File: src/rtl/pipe_pal_sched.sv
// Round-robin scheduler sharing one pipe_pal datapath input among N_REQ requesters.
// Grants one requester per burst (up to MAX_BURST beats) through a single registered output stage.
module pipe_pal_sched #(
   parameter int W_DATA    = 32,
   parameter int N_REQ     = 4,
   parameter int MAX_BURST = 4,
   localparam int W_SRC    = (N_REQ > 1) ? $clog2(N_REQ) : 1
) (
   input  logic                    i_clk,
   input  logic                    i_rst,
   input  logic [N_REQ-1:0]        i_req_valid,
   input  logic [N_REQ*W_DATA-1:0] i_req_data,
   input  logic [N_REQ-1:0]        i_req_last,
   output logic [N_REQ-1:0]        o_req_ready,
   output logic                    o_valid,
   output logic [W_DATA-1:0]       o_data,
   output logic [W_SRC-1:0]        o_src,
   output logic                    o_last,
   input  logic                    i_ready,
   output logic                    o_busy
);

   localparam int W_CNT = $clog2(MAX_BURST + 1);
   localparam logic [W_CNT:0]   BURST_LIMIT = (W_CNT + 1)'(MAX_BURST);
   localparam logic [W_SRC:0]   N_REQ_EXT   = (W_SRC + 1)'(N_REQ);
   localparam logic [W_SRC-1:0] LAST_IDX    = W_SRC'(N_REQ - 1);

   typedef enum logic {IDLE = 1'b0, GRANT = 1'b1} state_t;

   state_t            state_reg, state_next;
   logic [W_SRC-1:0]  owner_reg, owner_next;
   logic [W_SRC-1:0]  rr_ptr_reg, rr_ptr_next;
   logic [W_CNT-1:0]  beat_cnt_reg, beat_cnt_next;
   logic [W_CNT:0]    beat_cnt_inc;
   logic [W_SRC-1:0]  pick;
   logic [W_SRC:0]    scan_idx;
   logic              any_valid;
   logic              accept;
   logic              beat_last;
   logic [W_DATA-1:0] req_data_arr [N_REQ];

   generate
      for (genvar gi = 0; gi < N_REQ; gi++) begin : g_unpack
         assign req_data_arr[gi] = i_req_data[gi*W_DATA +: W_DATA];
      end
   endgenerate

   // First valid requester scanning upward from rr_ptr, wrapping at N_REQ-1.
   always_comb begin
      any_valid = 1'b0;
      pick      = rr_ptr_reg;
      scan_idx  = '0;
      for (int i = 0; i < N_REQ; i++) begin
         scan_idx = {1'b0, rr_ptr_reg} + (W_SRC + 1)'(i);
         if (scan_idx >= N_REQ_EXT)
            scan_idx = scan_idx - N_REQ_EXT;
         if (!any_valid && i_req_valid[scan_idx[W_SRC-1:0]]) begin
            any_valid = 1'b1;
            pick      = scan_idx[W_SRC-1:0];
         end
      end
   end

   assign beat_cnt_inc = {1'b0, beat_cnt_reg} + (W_CNT + 1)'(1);
   assign beat_last    = i_req_last[owner_reg] || (beat_cnt_inc == BURST_LIMIT);
   assign accept       = (state_reg == GRANT) && i_req_valid[owner_reg] && o_req_ready[owner_reg];

   always_ff @(posedge i_clk) begin
      if (i_rst) begin
         state_reg    <= IDLE;
         owner_reg    <= '0;
         rr_ptr_reg   <= '0;
         beat_cnt_reg <= '0;
      end else begin
         state_reg    <= state_next;
         owner_reg    <= owner_next;
         rr_ptr_reg   <= rr_ptr_next;
         beat_cnt_reg <= beat_cnt_next;
      end
   end

   always_comb begin
      state_next    = state_reg;
      owner_next    = owner_reg;
      rr_ptr_next   = rr_ptr_reg;
      beat_cnt_next = beat_cnt_reg;
      case (state_reg)
         IDLE: begin
            if (any_valid) begin
               owner_next    = pick;
               beat_cnt_next = '0;
               state_next    = GRANT;
            end
         end
         GRANT: begin
            if (accept) begin
               beat_cnt_next = beat_cnt_inc[W_CNT-1:0];
               if (beat_last) begin
                  state_next  = IDLE;
                  rr_ptr_next = (owner_reg == LAST_IDX) ? '0 : owner_reg + W_SRC'(1);
               end
            end
         end
         default: state_next = IDLE;
      endcase
   end

   // Ready is masked during reset so no handshake can complete in the reset cycle.
   always_comb begin
      o_req_ready = '0;
      o_busy      = (state_reg == GRANT);
      if (state_reg == GRANT && !i_rst)
         o_req_ready[owner_reg] = !o_valid || i_ready;
   end

   always_ff @(posedge i_clk) begin
      if (i_rst) begin
         o_valid <= 1'b0;
         o_data  <= '0;
         o_src   <= '0;
         o_last  <= 1'b0;
      end else if (accept) begin
         o_valid <= 1'b1;
         o_data  <= req_data_arr[owner_reg];
         o_src   <= owner_reg;
         o_last  <= beat_last;
      end else if (i_ready) begin
         o_valid <= 1'b0;
      end
   end

endmodule

File: config.mk
export PLATFORM = sky130hd
export DESIGN_NAME = pipe_pal_sched
export DESIGN_NICKNAME = d
export VERILOG_FILES = /design/src/rtl/pipe_pal_sched.sv
export SDC_FILE = /design/constraint.sdc
export NUM_CORES = 1
export LEC_CHECK = 0
export BUFFER_PORTS_ARGS = -buffer_cell sky130_fd_sc_hd__buf_2
export CAP_MARGIN = 25
export CORE_MARGIN = 4
export CORE_UTILIZATION = 46
export CTS_CLUSTER_SIZE = 8
export DETAILED_ROUTE_END_ITERATION = 6
export HOLD_SLACK_MARGIN = 0.03
export PLACE_DENSITY = 0.87
export SLEW_MARGIN = 30
export SYNTH_ARGS = -nofsm -noshare
export SYNTH_HDL_FRONTEND = slang
export SYNTH_SLANG_ARGS = --single-unit
File: constraint.sdc
create_clock -name i_clk -period 3.34 [get_ports i_clk]
set_input_delay 0.501 -clock i_clk [delete_from_list [all_inputs] [get_ports i_clk]]
set_output_delay 0.501 -clock i_clk [all_outputs]
set_load 0.005 [all_outputs]
# ---- After elaboration in Yosys (flattened, before gate mapping)
# Index checks and enable logic that the tools add are counted.
# Widths: inputs -> output; s select.
dict set report totals {
  regBits 44
  inputBits 139
  output_inout_bits 41
  elab_cells 95
}
dict set report classes {
  addsub 9
  order_cmp 11
  n_eq_ne 4
  mux 42
  bitwise 3
  n_reduce_logical 18
}
# cell n
set op_table {}
lappend op_table {{$bmux 32 s2} 1}
lappend op_table {{$mux 32} 2}
lappend op_table {{$mux 2} 9}
lappend op_table {{$mux 1} 17}
lappend op_table {{$lt 2x3->1 const B} 5}
lappend op_table {{$bmux 1 s2} 7}
lappend op_table {{$ge 3x3->1 const B} 4}
lappend op_table {{$sub 2x1->2 const B} 4}
lappend op_table {{$logic_and 1x1->1} 7}
lappend op_table {{$add 2x2->3 const B} 2}
lappend op_table {{$mux 3} 2}
lappend op_table {{$pmux 3 s2} 1}
lappend op_table {{$logic_not 1->1} 5}
lappend op_table {{$add 3x1->4 const B} 1}
lappend op_table {{$and 4x4->4} 1}
lappend op_table {{$eq 4x3->1 const B} 1}
lappend op_table {{$mux 4} 1}
lappend op_table {{$reduce_and 2->1} 2}
lappend op_table {{$add 2x1->3 const B} 1}
lappend op_table {{$ge 2x3->1 const B} 1}
lappend op_table {{$not 2->3} 1}
lappend op_table {{$reduce_and 3->1} 1}
lappend op_table {{$add 2x1->2 const B} 1}
lappend op_table {{$demux 1 s2} 1}
lappend op_table {{8 further kinds} 9}

# ---- Depth between registers and ports, before layout
# Gate-level depths: netlist of the first run.
dict set report logic_depth {
  depth_word 16
  ltp_mapped 11
  ltp_nobuf 7
}

# ---- Worst setup path before layout of the first run
# No wires, ideal clock.
dict set report synth_timing {
  kind {reg-to-reg}
  from {register owner_reg[0]}
  to {register o_data[31]}
  setup_ns 0.139
  arrival_ns 1.839
  t_required_ns 3.201
  path_slack_ns 1.362
  path_stages_with_launch 12
  n_path_buf 4
  synth_period_minus_slack_ns 1.978
  cell_sequence {dfxtp_1 buf_6 buf_6 inv_1 ha_1 nand2_1 o21ai_1 o2111a_2 buf_6 buf_6 nand2_1 a21oi_2}
}
dict set report synth_via {
  elab_chain_cells 9
  word_cells_on_any_way 17
  classes_between {order compare: 2; mux: 10; bitwise: 2; reduce/logical: 3}
}
# item line
set synth_lines {}
lappend synth_lines {{from (decl)} 31} ;# logic [W_SRC-1:0] owner_reg, owner_next;
lappend synth_lines {{from (signal assigned)} 76} ;# owner_reg <= owner_next;
lappend synth_lines {{$lt 2x3->1 (implied by the code) / $ge 2x1->1 (equally long branches)} 113} ;# o_req_ready[owner_reg] = !o_valid || i_ready;
lappend synth_lines {{$logic_and 1x1->1 (implied by the code)} 113}
lappend synth_lines {{$mux 1 (implied by the code)} 113}
lappend synth_lines {{$demux 1 s2} 113}
lappend synth_lines {{$and 4x4->4 (no line)} -}
lappend synth_lines {{$mux 4} 112} ;# if (state_reg == GRANT && !i_rst)
lappend synth_lines {{$bmux 1 s2} 66} ;# assign accept = (state_reg == GRANT) && i_req_valid[owner_reg] && o_req_ready[owner_reg];
lappend synth_lines {{$mux 1 (implied by the code)} 66}
lappend synth_lines {{$logic_and 1x1->1} 66}
lappend synth_lines {{to (signal assigned)} 124} ;# o_data <= req_data_arr[owner_reg];
lappend synth_lines {{to (decl)} 16} ;# output logic [W_DATA-1:0] o_data,
# Several ways; a longest one is shown, not always the timed one. The select of a mux whose other input is x is not followed.
# A chain may end at the register's enable or synchronous reset.

# ---- Worst setup path after layout of the first run
dict set report layout_timing {
  from {register owner_reg[0]}
  to {register o_data[20]}
}
# The elaborated chain is that of the path after synthesis.

==> impl_table.tex, run 1 <==
\begin{tabular}{lr}
\hline
Metric & Value \\
\hline
\multicolumn{2}{l}{\textbf{Status}} \\
\quad Result of the run & finished clean \\
\multicolumn{2}{l}{\textbf{Die}} \\
\quad Die Y-Extent & 84.9 µm \\
\quad Core Area & 5610 µm² \\
\quad Row count & 27 \\
\quad DIE WIDTH & 84.9 µm \\
\quad Initial Utilization & 0.485 \\
\quad Top-level I/O count & 180 \\
\quad Die Outline Area & 7210 µm² \\
\multicolumn{2}{l}{\textbf{Logic synthesis}} \\
\quad Total nets after synthesis & 417 \\
\quad Cell area after synthesis & 2720 µm² \\
\quad Cell with the most instances after synthesis & sky130\_fd\_sc\_hd\_\_nand2\_1 \\
\quad Parity-gate share of the synthesized area counting xor and xnor cells & 0 \\
\quad Synth cell count leaders & sky130\_fd\_sc\_hd\_\_nand2\_1, sky130\_fd\_sc\_hd\_\_dfxtp\_1, sky130\_fd\_sc\_hd\_\_mux4\_2 \\
\quad Number of flops mapped to enable cells by yosys & 0 \\
\quad Arithmetic-cell share of the synthesized area counting full adders, half adders and majority gates & 0.0276 \\
\quad Avg Inst Size Synth & 10.0 µm² \\
\quad FF+latch count, synth & 44 \\
\quad Area share of the largest cell type after synthesis & 0.324 \\
\quad Largest family of logic cells by synthesized area & multiplexers \\
\quad Share of the synthesized area in compound gates (AO/OA/AOI/OAI) & 0.141 \\
\quad Cells after Synth & 272 \\
\quad Ys async rst share & 0 \\
\quad Portion of the post-synthesis area used by sequential elements & 0.324 \\
\quad Post-synthesis share of cell area spent on and, or, nand and nor gates & 0.172 \\
\quad Top cells by area, synth & sky130\_fd\_sc\_hd\_\_dfxtp\_1, sky130\_fd\_sc\_hd\_\_mux4\_2, sky130\_fd\_sc\_hd\_\_nand2\_1 \\
\quad Count of synthesis-stage warnings from yosys & 0 \\
\quad Biggest area consumer among synthesized cells & sky130\_fd\_sc\_hd\_\_dfxtp\_1 \\
\quad Post-synthesis cell type count & 34 \\
\quad Multiplexer area fraction after synthesis & 0.273 \\
\quad Commonest register cell after synthesis & sky130\_fd\_sc\_hd\_\_dfxtp\_1 \\
\multicolumn{2}{l}{\textbf{Global routing}} \\
\quad Peak-usage layer in the global routing report & met2 \\
\quad Met3 Track Usage GR & 0.0466 \\
\quad Combined global-route utilization of all metal layers & 0.210 \\
\quad Wire length of the first global-routing pass & 12.3 mm \\
\quad Grt met1 use & 0.223 \\
\quad Total congestion overflow & 0 \\
\quad Antenna violations before repair & 0 \\
\quad Met2 Usage GRT & 0.409 \\
\quad Pin count of the biggest net entering global routing & 45 \\
\quad Via count of the first global-routing pass & 2,698 \\
\multicolumn{2}{l}{\textbf{Timing}} \\
\quad Max transition margin & 0.555 \\
\quad Total count of max-transition violations in the final report & 0 \\
\quad Final clock skew & 0.00537 ns \\
\quad Min cycle time layout & 2.45 ns \\
\quad Achievable clock frequency & 0.408 GHz \\
\quad Worst hold margin & 0.453 ns \\
\quad Setup repair after global routing missed its margin & no \\
\quad Transition time at the pin with the least slew margin & 0.667 ns \\
\quad Setup TNS & 0 ns \\
\quad Portion of the clock cycle consumed by the worst path in the final layout & 0.733 \\
\quad Final number of hold-violating endpoints & 0 \\
\quad Total of endpoints with negative setup slack in the final report & 0 \\
\multicolumn{2}{l}{\textbf{Clock tree}} \\
\quad Master cell of the clock root buffer & sky130\_fd\_sc\_hd\_\_clkbuf\_8 \\
\quad CTS tree & built \\
\quad CTS sink cnt & 44 \\
\quad Number of instances resized during post-cts repair & 0 \\
\quad Number of levels in the clock H-tree & 2 \\
\quad Maximum clock insertion buffer count & 2 \\
\quad Total setup buffers inserted after CTS & 0 \\
\quad Number of buffers added by the clock tree synthesis step & 5 \\
\quad Hold Buf Count CTS & 0 \\
\quad CTS clk-pin slew, worst paths & 0.08 ns \\
\quad Source-to-sink clock delay at the later pin of the worst-skew pair & 0.28 ns \\
\multicolumn{2}{l}{\textbf{Placement}} \\
\quad Quantity of I/O buffers inserted on ports & 179 \\
\quad HPWL after detailed placement & 6.36 mm \\
\quad Last weighted congestion value of the routability-driven placer & 0.837 \\
\multicolumn{2}{l}{\textbf{Worst hold path}} \\
\quad Tightest Hold Check Type & flip-flop to flip-flop \\
\quad Worst hold stages & 2 \\
\multicolumn{2}{l}{\textbf{Cells and area}} \\
\quad Area growth, synth to finish & 36.8\% \\
\quad Register area & 883 µm² \\
\quad Antenna cells & 0 \\
\quad Share of post-route cells with drive strength above 1 & 0.553 \\
\quad Count of fill cells added during filler insertion & 460 \\
\quad Total number of nets in the final design & 588 \\
\quad Max reg flops & 32 \\
\quad Area of combinational cells with multiple inputs & 1680 µm² \\
\multicolumn{2}{l}{\textbf{Setup path}} \\
\quad Type of the worst setup path & flip-flop to flip-flop \\
\quad Buf/Inv on CP & 1 \\
\quad Top delay family on crit path & compound AO/OA/AOI/OAI gates \\
\quad Element type at the critical path start & flip-flop \\
\quad Critical-path top delay cell & sky130\_fd\_sc\_hd\_\_dfxtp\_2 \\
\quad Arr. time, crit path & 2.66 ns \\
\quad Required time of the worst setup path & 3.55 ns \\
\quad CP Max Fanout & 24 \\
\quad Critical path endpoint category & flip-flop \\
\quad Cell-by-cell listing of the critical path & ha\_1, nand3\_1, o211ai\_2, o2111a\_2, buf\_4, nand2\_1, a21oi\_1 \\
\quad Depth of the critical timing path with buffers and inverters included & 7 \\
\quad R2R setup slack & 0.89 ns \\
\quad Longest individual stage delay on the worst path & 0.77 ns \\
\quad FF-to-FF path depth & 7 \\
\multicolumn{2}{l}{\textbf{Flow run}} \\
\quad Max-cap check violation count & 0 \\
\multicolumn{2}{l}{\textbf{Routing}} \\
\quad Detailed router's first-iteration violation count & 137 \\
\quad DRC violation count after routing & 0 \\
\quad Detailed-route via count & 2,748 \\
\quad Vias per cell & 5.34 \\
\quad Antenna violation net count after detailed routing & 0 \\
\quad Wirelength, routed & 7.86 mm \\
\quad Routed wirelength normalized by instance count & 15.3 µm \\
\quad Drt pass-1 iters & 4 \\
\multicolumn{2}{l}{\textbf{Pwr}} \\
\quad Power per cell area & 328 nW/µm² \\
\quad Portion of total power attributed to the clock network & 0.283 \\
\quad Leak Pwr & 1.65 nW \\
\quad Proportion of total power due to net switching & 0.259 \\
\quad Net Switching & 316 µW \\
\quad Part of the total power dissipated in combinational logic & 0.246 \\
\quad Part of the total power dissipated in sequential elements & 0.471 \\
\quad Internal cell power & 904 µW \\
\quad Largest vdd supply drop & 0.227 mV \\
\hline
\end{tabular}
cell type report:
type / instances / share of cell area
clock buffer: 7 / 0.0259
inverter: 4 / 0.00404
multi-input combinational: 203 / 0.452
sequential: 44 / 0.237
tap: 72 / 0.0242
timing repair buffer: 185 / 0.256
per-stage QoR:
step	instance area, µm²	utilization	worst slack [ns]	cells	power, mW
floorplan	2720	-	1.36	272	0.765
global placement	3620	0.646	0.987	508	0.875
detailed placement	3620	0.646	0.883	508	0.887
CTS	3720	0.663	0.868	515	1.23
global route	3720	0.663	0.646	515	1.28
finish	3720	0.663	0.891	515	1.22
power by group through the flow:
stage	clock network (mW)	registers (mW)	logic, mW
finish	0.345	0.574	0.300
global route	0.373	0.579	0.328
CTS	0.351	0.575	0.301
detailed placement	0	0.587	0.300
global placement	0	0.585	0.290
floorplan	0	0.572	0.193
path summary, 6_finish.rpt:
check	start	end
max	owner_reg[0]	o_data[20]
min	o_data[24]	o_data[24]
max reg2reg	owner_reg[0]	o_data[20]
min reg2reg	o_data[24]	o_data[24]
cell families (layout without fill, tap and decap cells):
kind of cell	after synthesis	after routing
DFF	44	44
muxes	33	33
and+or+nand+nor	105	105
AOI/OAI and AO/OA	59	59
buffers and inverters	25	196
adders and majority gates	6	6
metal layers:
layer  vias to the layer above  share of wire
li1                       1319              -
met1                      1300           0.36
met2                       113           0.55
met3                        16          0.066
met4                         0          0.022
met5                         -              0
worst min-delay path: cells and delay by family, from the launching register on:
kind | cells | cell delay [ns]
flops | 1 | 0.31
simple gates | 1 | 0.05
compound gates | 1 | 0.05
cell usage in the layout, fill, tap and decap left out, drive strengths merged:
master,synthesis,final
buf,16,185
nand2,75,75
dfxtp,44,44
a21oi,42,42
mux4,33,33
clkbuf,5,7
nand3,6,6
nor2,6,6
ha,6,6
and2,6,6
o21ai,6,6
nor2b,5,5
inv,4,4
a21o,3,3
nand2b,3,3
or3,2,2
o211ai,1,1
o2111a,1,1
o2111ai,1,1
o22ai,1,1
nor3,1,1
a2111oi,1,1
o31ai,1,1
a41oi,1,1
o21a,1,1
nand4b,1,1
(Power assumes the default switching activity.)
==> run 2, diff against run 1 <==
--- a/config.mk
+++ b/config.mk
@@ -8,11 +8,11 @@
 export BUFFER_PORTS_ARGS = -buffer_cell sky130_fd_sc_hd__buf_2
 export CAP_MARGIN = 25
 export CORE_MARGIN = 4
-export CORE_UTILIZATION = 46
+export CORE_UTILIZATION = 38
 export CTS_CLUSTER_SIZE = 8
 export DETAILED_ROUTE_END_ITERATION = 6
 export HOLD_SLACK_MARGIN = 0.03
-export PLACE_DENSITY = 0.87
+export PLACE_DENSITY = 0.77
 export SLEW_MARGIN = 30
 export SYNTH_ARGS = -nofsm -noshare
 export SYNTH_HDL_FRONTEND = slang
==> constraint.sdc (replaced) <==
create_clock -name i_clk -period 2.2 [get_ports i_clk]
set_input_delay 0.33 -clock i_clk [delete_from_list [all_inputs] [get_ports i_clk]]
set_output_delay 0.33 -clock i_clk [all_outputs]
set_load 0.005 [all_outputs]
==> run 2 against run 1 <==
Against the previous run:
- hold slack got worse by 0.092 ns
- combinational power rose by 56%
- global-route usage fell by 3.5 points
- non-clock buffer count rose by 3
- setup slack got worse by 0.56 ns
- clock-buffer cell count did not move
- sequential power rose by 49%
- routed wire length fell by 4.1%
- first-iteration DRC count fell by 53%
- clock skew barely moved
- sequential share of layout area fell by 0.25 points
- critical endpoint is now beat_cnt_reg[2]
- largest power group unchanged
==> impl_table.tex, run 2 (synthesis gave the netlist of run 1 again) <==
\begin{tabular}{lr}
\hline
Metric & Value \\
\hline
\multicolumn{2}{l}{\textbf{Status}} \\
\quad Result of the run & finished clean \\
\multicolumn{2}{l}{\textbf{Placement}} \\
\quad Quantity of I/O buffers inserted on ports & 179 \\
\quad Last weighted congestion value of the routability-driven placer & 0.806 \\
\quad Cell Area, Placed & 3660 µm² \\
\quad HPWL after detailed placement & 6.15 mm \\
\multicolumn{2}{l}{\textbf{Pwr}} \\
\quad Part of the total power dissipated in sequential elements & 0.460 \\
\quad Leak Pwr & 1.66 nW \\
\quad Internal cell power & 1.37 mW \\
\quad Part of the total power dissipated in combinational logic & 0.252 \\
\quad Proportion of total power due to net switching & 0.260 \\
\quad Largest vdd supply drop & 0.222 mV \\
\quad Power per cell area & 494 nW/µm² \\
\quad Power after layout & 1.86 mW \\
\quad Net Switching & 484 µW \\
\quad Portion of total power attributed to the clock network & 0.287 \\
\multicolumn{2}{l}{\textbf{Routing}} \\
\quad Vias per cell & 4.99 \\
\quad Detailed router's first-iteration violation count & 64 \\
\quad Detailed-route via count & 2,702 \\
\quad Wire length the detailed router placed on met1 & 2.82 mm \\
\quad Antenna violation net count after detailed routing & 0 \\
\quad Routed wirelength normalized by instance count & 13.9 µm \\
\quad Wirelength, routed & 7.53 mm \\
\quad Top layer used by detailed routing & met4 \\
\quad DRC violation count after routing & 0 \\
\quad Detailed-routed wire length on met3 & 521 µm \\
\quad Routed length on met2 & 4.11 mm \\
\quad Drt pass-1 iters & 4 \\
\multicolumn{2}{l}{\textbf{Cells and area}} \\
\quad Share of post-route cells with drive strength above 1 & 0.556 \\
\quad Antenna cells & 0 \\
\quad Area of combinational cells with multiple inputs & 1680 µm² \\
\quad Most common cell after layout, fill and taps aside & sky130\_fd\_sc\_hd\_\_buf\_2 \\
\quad Count of fill cells added during filler insertion & 652 \\
\quad Util after Layout & 0.547 \\
\quad Total number of nets in the final design & 591 \\
\quad Register area & 883 µm² \\
\quad Layout Cell Area excl Fill & 3760 µm² \\
\quad Most frequent cells in the layout & sky130\_fd\_sc\_hd\_\_buf\_2, sky130\_fd\_sc\_hd\_\_nand2\_1, sky130\_fd\_sc\_hd\_\_dfxtp\_1, sky130\_fd\_sc\_hd\_\_mux4\_2, sky130\_fd\_sc\_hd\_\_a21oi\_1 \\
\quad Area growth, synth to finish & 38.2\% \\
\quad Max reg flops & 32 \\
\multicolumn{2}{l}{\textbf{Clock tree}} \\
\quad CTS tree & built \\
\quad Total setup buffers inserted after CTS & 0 \\
\quad Master cell of the clock root buffer & sky130\_fd\_sc\_hd\_\_clkbuf\_8 \\
\quad Hold Buf Count CTS & 0 \\
\quad CTS sink cnt & 44 \\
\quad Number of levels in the clock H-tree & 2 \\
\quad Maximum clock insertion buffer count & 2 \\
\quad Source-to-sink clock delay at the later pin of the worst-skew pair & 0.28 ns \\
\quad Number of buffers added by the clock tree synthesis step & 5 \\
\quad Number of instances resized during post-cts repair & 0 \\
\quad CTS clk-pin slew, worst paths & 0.08 ns \\
\multicolumn{2}{l}{\textbf{Timing}} \\
\quad Max transition margin & 0.656 \\
\quad Min cycle time layout & 1.87 ns \\
\quad Final clock skew & 0.00556 ns \\
\quad Worst hold margin & 0.360 ns \\
\quad Achievable clock frequency & 0.535 GHz \\
\quad Total of endpoints with negative setup slack in the final report & 0 \\
\quad Final number of hold-violating endpoints & 0 \\
\quad Total count of max-transition violations in the final report & 0 \\
\quad Portion of the clock cycle consumed by the worst path in the final layout & 0.849 \\
\quad Setup repair after global routing missed its margin & no \\
\quad Setup TNS & 0 ns \\
\quad Transition time at the pin with the least slew margin & 0.516 ns \\
\multicolumn{2}{l}{\textbf{Setup path}} \\
\quad Element type at the critical path start & flip-flop \\
\quad Critical path endpoint category & flip-flop \\
\quad Required time of the worst setup path & 2.41 ns \\
\quad FF-to-FF path depth & 8 \\
\quad FF-to-FF End & beat\_cnt\_reg[2] \\
\quad Startpoint of the worst-slack reg-to-reg timing path & owner\_reg[0] \\
\quad R2R setup slack & 0.33 ns \\
\quad Type of the worst setup path & flip-flop to flip-flop \\
\quad Arr. time, crit path & 2.08 ns \\
\quad First element of the critical path & owner\_reg[0] \\
\quad CP Max Fanout & 21 \\
\quad Last element of the critical path & beat\_cnt\_reg[2] \\
\multicolumn{2}{l}{\textbf{Die}} \\
\quad Die Y-Extent & 92.6 µm \\
\quad DIE WIDTH & 92.6 µm \\
\quad Core Area & 6870 µm² \\
\quad Die Outline Area & 8580 µm² \\
\quad Row count & 30 \\
\quad Top-level I/O count & 180 \\
\quad Initial Utilization & 0.396 \\
\multicolumn{2}{l}{\textbf{Global routing}} \\
\quad Pin count of the biggest net entering global routing & 45 \\
\quad Via count of the first global-routing pass & 2,785 \\
\quad Combined global-route utilization of all metal layers & 0.175 \\
\quad Antenna violations before repair & 0 \\
\quad Wire length of the first global-routing pass & 12.3 mm \\
\quad Total congestion overflow & 0 \\
\multicolumn{2}{l}{\textbf{Flow run}} \\
\quad Max-cap check violation count & 0 \\
\multicolumn{2}{l}{\textbf{Worst hold path}} \\
\quad Tightest Hold Check Type & primary input to flip-flop \\
\hline
\end{tabular}
[run 2: routing by layer]
layer / GRT usage / vias to the layer above
met3: 0.0366 / 6
met4: 0.0446 / 0
met1: 0.194 / 1279
met5: 0 / -
met2: 0.337 / 96
li1: - / 1321
[run 2: power groups by stage]
stage	Sequential [mW]	Combinational (mW)	Clock (mW)
2_1_floorplan	0.868	0.294	0
3_3_place_gp	0.871	0.465	0
5_1_grt	0.860	0.519	0.582
4_1_cts	0.855	0.476	0.544
3_5_place_dp	0.874	0.476	0
6_report	0.855	0.469	0.534
[run 2: worst min path at each step]
stage / endpoint / start / depth (start not counted)
final: o_valid / i_ready / 3
after global routing: o_busy / i_rst / 3
after CTS: o_valid / i_ready / 3
after detailed placement: o_data[16] / o_data[16] / 2
after global placement: o_data[23] / o_data[23] / 2
after floorplan: o_data[0] / o_data[0] / 2
[run 2: area by class of cell]
cell class	count	share of cell area
inverter	4	0.00399
sequential	44	0.235
clock buffer	7	0.0256
timing repair buffer	188	0.256
tap	96	0.0319
multi-input combinational	203	0.447
[run 2: per-stage QoR]
step,std cells,setup slack [ns]
finish,542,0.332
global route,542,0.155
CTS,542,0.320
detailed placement,535,0.340
global placement,535,0.464
floorplan,272,0.222
[run 2: worst max-delay path, cell delays in order, from the launching register on]
cell and delay [ns]:
sky130_fd_sc_hd__dfxtp_2 0.39, sky130_fd_sc_hd__inv_1 0.10, sky130_fd_sc_hd__ha_1 0.16, sky130_fd_sc_hd__nand2_1 0.06
sky130_fd_sc_hd__o21ai_1 0.31, sky130_fd_sc_hd__o2111a_2 0.26, sky130_fd_sc_hd__buf_4 0.25, sky130_fd_sc_hd__o21ai_0 0.13
sky130_fd_sc_hd__a21oi_1 0.12
==> run 3, diff against run 2 <==
==> constraint.sdc (replaced) <==
create_clock -name i_clk -period 1.6 [get_ports i_clk]
set_input_delay 0.24 -clock i_clk [delete_from_list [all_inputs] [get_ports i_clk]]
set_output_delay 0.24 -clock i_clk [all_outputs]
set_load 0.005 [all_outputs]
==> run 3 against run 2 <==
Against the previous run:
- the flow now finishes with violations (setup timing)
- power is 42% higher
- routed wire length is 15% higher
- clock-buffer cell count is 1 lower
- cell area is 12% higher
- maximum frequency is 11% higher
- first-iteration DRC count is 61% higher
- largest power group unchanged
- highest routed layer unchanged
==> impl_table.tex, run 3 (synthesis gave the netlist of run 1 again) <==
\begin{tabular}{lr}
\hline
Metric & Value \\
\hline
\multicolumn{2}{l}{\textbf{Setup path}} \\
\quad Buf/Inv on CP & 2 \\
\quad Depth of the critical timing path with buffers and inverters included & 6 \\
\quad R2R setup slack & -0.08 ns \\
\quad FF-to-FF End & o\_last \\
\quad FF-to-FF path depth & 6 \\
\quad Critical path endpoint category & flip-flop \\
\quad Critical-path top delay cell & sky130\_fd\_sc\_hd\_\_mux4\_2 \\
\quad Element type at the critical path start & flip-flop \\
\quad First element of the critical path & owner\_reg[0] \\
\quad Top delay family on crit path & multiplexers \\
\quad Arr. time, crit path & 1.84 ns \\
\quad Longest individual stage delay on the worst path & 0.51 ns \\
\quad CP Max Fanout & 6 \\
\quad Cell-by-cell listing of the critical path & buf\_12, mux4\_2, a21o\_1, buf\_4, nand2\_2, a21oi\_2 \\
\quad Type of the worst setup path & flip-flop to flip-flop \\
\quad Required time of the worst setup path & 1.75 ns \\
\quad Startpoint of the worst-slack reg-to-reg timing path & owner\_reg[0] \\
\multicolumn{2}{l}{\textbf{Timing}} \\
\quad Achievable clock frequency & 0.594 GHz \\
\quad Final clock skew & 0.00427 ns \\
\quad Worst hold margin & 0.275 ns \\
\quad Max transition margin & 0.618 \\
\quad Portion of the clock cycle consumed by the worst path in the final layout & 1.05 \\
\quad PnR worst setup slack & -0.0841 ns \\
\quad Final number of hold-violating endpoints & 0 \\
\quad Total count of max-transition violations in the final report & 0 \\
\quad Total of endpoints with negative setup slack in the final report & 37 \\
\quad Setup repair after global routing missed its margin & yes \\
\quad Min cycle time layout & 1.68 ns \\
\quad Transition time at the pin with the least slew margin & 0.573 ns \\
\quad Setup TNS & -0.786 ns \\
\multicolumn{2}{l}{\textbf{Clock tree}} \\
\quad CTS sink cnt & 44 \\
\quad Number of levels in the clock H-tree & 2 \\
\quad Master cell of the clock root buffer & sky130\_fd\_sc\_hd\_\_clkbuf\_8 \\
\quad CTS clk-pin slew, worst paths & 0.08 ns \\
\quad Maximum clock insertion buffer count & 2 \\
\quad Hold Buf Count CTS & 0 \\
\quad CTS tree & built \\
\quad Source-to-sink clock delay at the later pin of the worst-skew pair & 0.29 ns \\
\quad Number of buffers added by the clock tree synthesis step & 5 \\
\multicolumn{2}{l}{\textbf{Cells and area}} \\
\quad Util after Layout & 0.612 \\
\quad Total number of nets in the final design & 611 \\
\quad Area of combinational cells with multiple inputs & 1830 µm² \\
\quad Most common cell after layout, fill and taps aside & sky130\_fd\_sc\_hd\_\_buf\_2 \\
\quad Area growth, synth to finish & 54.5\% \\
\quad Count of fill cells added during filler insertion & 593 \\
\quad Register area & 888 µm² \\
\quad Share of post-route cells with drive strength above 1 & 0.649 \\
\quad Antenna cells & 0 \\
\quad Most frequent cells in the layout & sky130\_fd\_sc\_hd\_\_buf\_2, sky130\_fd\_sc\_hd\_\_nand2\_1, sky130\_fd\_sc\_hd\_\_dfxtp\_1, sky130\_fd\_sc\_hd\_\_mux4\_2, sky130\_fd\_sc\_hd\_\_a21oi\_1 \\
\quad Max reg flops & 32 \\
\multicolumn{2}{l}{\textbf{Routing}} \\
\quad DRC violation count after routing & 0 \\
\quad Detailed-route via count & 2,860 \\
\quad Detailed router's first-iteration violation count & 103 \\
\quad Antenna violation net count after detailed routing & 0 \\
\quad Drt pass-1 iters & 4 \\
\quad Vias per cell & 5.10 \\
\quad Wirelength, routed & 8.66 mm \\
\quad Routed wirelength normalized by instance count & 15.4 µm \\
\multicolumn{2}{l}{\textbf{Status}} \\
\quad Result of the run & complete, but fails checks \\
\quad Failing checks & setup timing \\
\multicolumn{2}{l}{\textbf{Global routing}} \\
\quad Combined global-route utilization of all metal layers & 0.204 \\
\quad Total congestion overflow & 0 \\
\quad Antenna violations before repair & 0 \\
\quad Wire length of the first global-routing pass & 13.9 mm \\
\quad Via count of the first global-routing pass & 3,105 \\
\quad Pin count of the biggest net entering global routing & 45 \\
\multicolumn{2}{l}{\textbf{Worst hold path}} \\
\quad Min-delay src & i\_ready \\
\quad Worst hold stages & 3 \\
\quad Sink of the worst hold path & o\_valid \\
\quad Tightest Hold Check Type & primary input to flip-flop \\
\multicolumn{2}{l}{\textbf{Flow run}} \\
\quad Max-cap check violation count & 0 \\
\multicolumn{2}{l}{\textbf{Pwr}} \\
\quad Leak Pwr & 1.83 nW \\
\quad Power after layout & 2.63 mW \\
\quad Power per cell area & 626 nW/µm² \\
\quad Largest vdd supply drop & 0.318 mV \\
\multicolumn{2}{l}{\textbf{Placement}} \\
\quad HPWL after detailed placement & 6.81 mm \\
\quad Quantity of I/O buffers inserted on ports & 179 \\
\quad Last weighted congestion value of the routability-driven placer & 0.825 \\
\multicolumn{2}{l}{\textbf{Die}} \\
\quad Die Y-Extent & 92.6 µm \\
\quad Initial Utilization & 0.396 \\
\quad Core Area & 6870 µm² \\
\quad DIE WIDTH & 92.6 µm \\
\quad Top-level I/O count & 180 \\
\quad Row count & 30 \\
\quad Die Outline Area & 8580 µm² \\
\hline
\end{tabular}
==> run 3: cell count changes in the layout (fill, tap and decap cells not counted), moves of 3 or more <==
| cell | change |
|---|---|
| sky130_fd_sc_hd__buf_12 | +8 |
| sky130_fd_sc_hd__nand2_1 | -24 |
| sky130_fd_sc_hd__buf_6 | +3 |
| sky130_fd_sc_hd__nand2_2 | +22 |
| sky130_fd_sc_hd__buf_4 | +7 |
| sky130_fd_sc_hd__a21oi_1 | -4 |
| sky130_fd_sc_hd__ha_1 | -4 |
| sky130_fd_sc_hd__ha_4 | +3 |
| sky130_fd_sc_hd__a21oi_2 | +4 |
==> run 3: power by group <==
group	total (mW)	switching, mW	internal (mW)
Combinational	0.834	0.354	0.480
Sequential	1.17	0.0354	1.13
Clock	0.629	0.338	0.291
==> run 3: metrics by stage <==
| stage | instances | area (µm²) | worst slack [ns] |
|---|---|---|---|
| 2_1_floorplan | 272 | 2830 | -0.170 |
| 3_3_place_gp | 543 | 3860 | -0.0416 |
| 3_5_place_dp | 543 | 3860 | -0.121 |
| 4_1_cts | 559 | 4120 | -0.0591 |
| 5_1_grt | 561 | 4200 | -0.140 |
| 6_report | 561 | 4200 | -0.0841 |
==> run 3: how the worst max path moves through the flow <==
stage,endpoint,slack (ns)
2_1_floorplan,o_data[31],-0.17
5_1_grt,o_last,-0.14
3_3_place_gp,o_data[22],-0.04
6_report,o_last,-0.08
3_5_place_dp,o_data[22],-0.12
4_1_cts,rr_ptr_reg[1],-0.06
==> run 3: tightest hold or removal path, stage by stage <==
cell                       delay (ns)
sky130_fd_sc_hd__buf_2           0.07
sky130_fd_sc_hd__nand2b_1        0.13
sky130_fd_sc_hd__a21oi_1         0.07
==> run 3: final cells by class <==
type / count / share of cell area
well taps: 96 / 0.0286
multi-input cells: 203 / 0.436
flip-flops and latches: 44 / 0.211
repair buffers: 208 / 0.301
inverters: 4 / 0.00595
clock buffers: 6 / 0.0173
==> run 3: timing repair <==
action                     4_1_cts  5_1_grt
pin swaps                        7        6
setup endpoints to repair       39       45
setup buffers                    8        2
gates resized for setup         11       22
cloned                           2        0
==> run 3: per-layer routing <==
layer	share of wire	wire, µm	GRT usage
met2	0.57	4970	0.409
met1	0.33	2850	0.193
met5	0	0	0
met4	0.031	266	0.0829
met3	0.066	575	0.0504
